===== src/rtl/lfsr_pkg.sv =====
// ---------------------------------------------------------------------------
// lfsr_pkg
// Shared definitions for the LFSR stream checker:
//   - LFSR_W          : LFSR length / history window (polynomial x^6+x^5+1)
//   - TAP_HI, TAP_LO  : feedback taps of the forward recurrence
//   - state_t         : checker FSM states
//   - pred_up/down    : next-bit predictors for each stream direction
// ---------------------------------------------------------------------------
package lfsr_pkg;

    localparam int LFSR_W = 6;
    localparam int TAP_HI = 5;
    localparam int TAP_LO = 4;

    typedef enum logic [1:0] {
        FILL   = 2'd0,
        CHECK  = 2'd1,
        LOCKED = 2'd2
    } state_t;

    // h[0] is the newest bit, so h[5] is b(t-6) and h[4] is b(t-5).
    // Forward: b(t) = b(t-6) ^ b(t-5)
    function automatic logic pred_up(input logic [LFSR_W-1:0] h);
        return h[TAP_HI] ^ h[TAP_LO];
    endfunction

    // Reverse: the time-reversed sequence obeys b(t) = b(t-6) ^ b(t-1)
    function automatic logic pred_down(input logic [LFSR_W-1:0] h);
        return h[TAP_HI] ^ h[0];
    endfunction

endpackage


===== src/rtl/lfsr_hist_pred.sv =====
// ---------------------------------------------------------------------------
// lfsr_hist_pred
// History shift register of the last LFSR_W accepted bits plus the
// direction-selected prediction of the next bit.
//   clk, rst  : clock, asynchronous active-high reset
//   en        : accept bit_str this cycle
//   up_down   : selects the forward or reverse predictor
//   bit_str   : incoming bit
//   h         : history, h[0] newest
//   p         : predicted value of the bit being accepted (from h pre-shift)
// ---------------------------------------------------------------------------
module lfsr_hist_pred
    import lfsr_pkg::*;
(
    input  logic              clk,
    input  logic              rst,
    input  logic              en,
    input  logic              up_down,
    input  logic              bit_str,
    output logic [LFSR_W-1:0] h,
    output logic              p
);

    always_ff @(posedge clk or posedge rst) begin
        if (rst) begin
            h <= '0;
        end else if (en) begin
            h <= {h[LFSR_W-2:0], bit_str};
        end
    end

    assign p = up_down ? pred_up(h) : pred_down(h);

endmodule


===== config.mk =====
export PLATFORM = sky130hd
export DESIGN_NAME = lfsr_hist_pred
export DESIGN_NICKNAME = d
export VERILOG_FILES = /design/src/rtl/lfsr_pkg.sv /design/src/rtl/lfsr_hist_pred.sv
export SDC_FILE = /design/constraint.sdc
export NUM_CORES = 1
export LEC_CHECK = 0
export BUFFER_PORTS_ARGS = -buffer_cell sky130_fd_sc_hd__buf_4
export CAP_MARGIN = 25
export CORE_AREA = 5 5 42 44
export DETAILED_ROUTE_END_ITERATION = 7
export DIE_AREA = 0 0 47 49
export HOLD_SLACK_MARGIN = 0.08
export PLACE_DENSITY = 0.39
export SYNTH_ARGS = -nofsm -noshare
export SYNTH_HDL_FRONTEND = slang
export SYNTH_SLANG_ARGS = --single-unit
export TNS_END_PERCENT = 5

===== constraint.sdc =====
create_clock -name clk -period 1 [get_ports clk]
set_input_delay 0.3 -clock clk [delete_from_list [all_inputs] [get_ports clk]]
set_output_delay 0.3 -clock clk [all_outputs]
set_load 0.05 [all_outputs]

==> impl_metrics.csv <==
group,metric,value,unit
status,status,"finished with violations",
status,violations,"negative setup slack",
grt,antenna_found_initial,0,
die,die_w,47,um
setup_path,crit_arrival,1170,ps
synth,synthCells,16,
finish,fin_util,33.8,%
sta,fmax,680,MHz
grt,grt_pass1_vias,190,
finish,top_regs,"h (6)",
setup_path,reg2reg_from,"h[0]",
finish,synthToLayoutAreaGrowth,73.1,%
sta,rsz0062_at_grt,"yes",
routing,drc,0,
power_and_ir_drop,finalPower,0.00128,W
grt,grt_pass1_wl,897,um
power_and_ir_drop,leakage,0.226,nW
clocking,clk_latency,240,ps
clocking,cts_made_buffers,3,
synth,synth_seq_area_share,54.8,%
setup_path,start_kind,"flip-flop",
finish,antennaDiodeCount,0,
placement,io_buffers,11,
grt,grt_max_degree,7,
die,core-area,1400,sq um
synth,synth_top_cell_by_area,"dfrtp_1",
sta,finalSetupViolCount,7,
sta,slew_headroom,83.8,%
clocking,root_buffer,"clkbuf_4",
synth,ys_warn_count,0,
die,die_height,49,um
clocking,postCtsSetupRepairBufs,0,
setup_path,crit_end,"p",
synth,synth_ff_type,"dfrtp_1",
setup_path,cp.required,700,ps
routing,first_pass_iters,1,
placement,dp.final_hpwl,442,um
min_path,min_path_type,"primary input to flip-flop",
clocking,cts_sinks,6,
sta,fin_worst_skew,0.409,ps
synth,syn-num-nets,21,
synth,ys_top_cells_by_count,"6 x dfrtp_1, 6 x mux2_4",
power_and_ir_drop,p_per_area,2710,nW/um^2
finish,nNetsFinal,39,
sta,finalHoldViolations,0,
setup_path,crit_type,"flip-flop to output pin",
setup_path,critical_path_peak_fanout,2,
finish,layout-drive-gt1-share,84.4,%
die,ioPinCount,12,
setup_path,reg2reg_depth,2,
clocking,htree_levels,1,
finish,fillers,160,
synth,syn-cell-area,274,sq um
clocking,cts_tree,"built",
setup_path,crit_start,"h[0]",
synth,ys_ff_latch,6,
sta,fin_crit_sh,147,%
die,num_rows,14,
routing,num_vias,191,
synth,ys_types,6,
routing,drt_iter0_drc,0,
clocking,cts.clk_slew.worst_paths,50,ps
finish,largest_register,"h",
setup_path,end_kind,"output pin",
synth,synth-edff-count,0,
finish,largest_reg_flops,6,
synth,syn_area_per_cell,17.1,sq um
grt,overflow,0,
job,maxCapViolCount,0,
synth,synthArstFlopShare,100,%
synth,synthTopCellsByArea,"dfrtp_1 55%, mux2_4 33%, buf_6 4.1%",
grt,grt_use_total,6.31,%
power_and_ir_drop,peakVddDrop,0.757,mV
sta,period_needed,1470,ps
setup_path,rrSetupSlack,60,ps
setup_path,rr_endpoint,"h[0]",
clocking,cts_buffer_depth,2,
placement,routabilityCongestion,0.600,
routing,routed_wl,576,um
min_path,hold_depth,2,
synth,synth_top_area_share,54.8,%
min_path,hp-start,"bit_str",
routing,ant_nets,0,
die,dieArea,2300,sq um
sta,tightest_slew,243,ps
routing,wire_per_inst,12.0,um
die,start_util,19.6,%
sta,whs,291,ps
routing,routed_via_density,3.98,
sta,timing.final.ws_setup,-471,ps
sta,slew_viol_final,0,
cell families after synthesis:
group	Yosys count	synth area share, %
flops	6	54.8
mux	7	36.5
buf+inv	2	5.48
xor+xnor	1	3.20
how the worst min path moves through the flow:
stage / to / slack [ps]
floorplan: h[1] / 90
global placement: h[5] / 240
detailed placement: h[5] / 240
CTS: h[0] / 280
global route: h[0] / 280
finish: h[0] / 290
metrics by stage:
step	area, sq um	setup WS (ps)	setup TNS, ps	instances
floorplan	308	-361	-455	16
global placement	414	-305	-363	44
detailed placement	414	-331	-389	44
CTS	470	-502	-1600	48
global route	474	-529	-1690	48
finish	474	-471	-1450	48
critical path, cell delays in order (launching register included):
cell     delay, ps
dfrtp_2        410
mux2i_4        210
xnor2_4        140
buf_6          170
power breakdown:
part | switching, W | internal, W | total, W
Clock | 0.0000859 | 0.000136 | 0.000222
Combinational | 0.000372 | 0.000316 | 0.000688
Sequential | 0.0000712 | 0.000304 | 0.000375
final cells by class:
| class | count | area, sq um | share of cell area (%) |
|---|---|---|---|
| Multi-Input combinational cell | 8 | 140 | 29.6 |
| Timing Repair Buffer | 14 | 134 | 28.2 |
| Sequential cell | 6 | 154 | 32.5 |
| Tap cell | 16 | 20.0 | 4.22 |
| Clock buffer | 3 | 22.5 | 4.75 |
| Inverter | 1 | 3.75 | 0.792 |
placed cells by master, fill, tap and decap left out:
cell           count
clkbuf_4           3
mux2i_4            1
mux2_4             6
dfrtp_2            3
xnor2_4            1
inv_1              1
buf_6              7
dfrtp_1            3
dlygate4sd3_1      1
buf_4              6
metal layers:
metal	GRT usage, %	part of all wire [%]	vias to the layer above
li1	-	-	85
met1	6.52	42	98
met2	7.92	48	8
met3	3.69	9.7	0
met4	6.91	0	0
met5	0	0	-
what timing repair did:
| item | in CTS | in global routing |
|---|---|---|
| hold buffers | 1 | 0 |
| endpoints found under the setup margin | 7 | 7 |
| resized for setup | 7 | 1 |
| pin swaps | 1 | 0 |
| gates cloned | 0 | 0 |
| hold endpoints to repair | 6 | 0 |
Note: power is estimated with default switching activity, not from simulation.
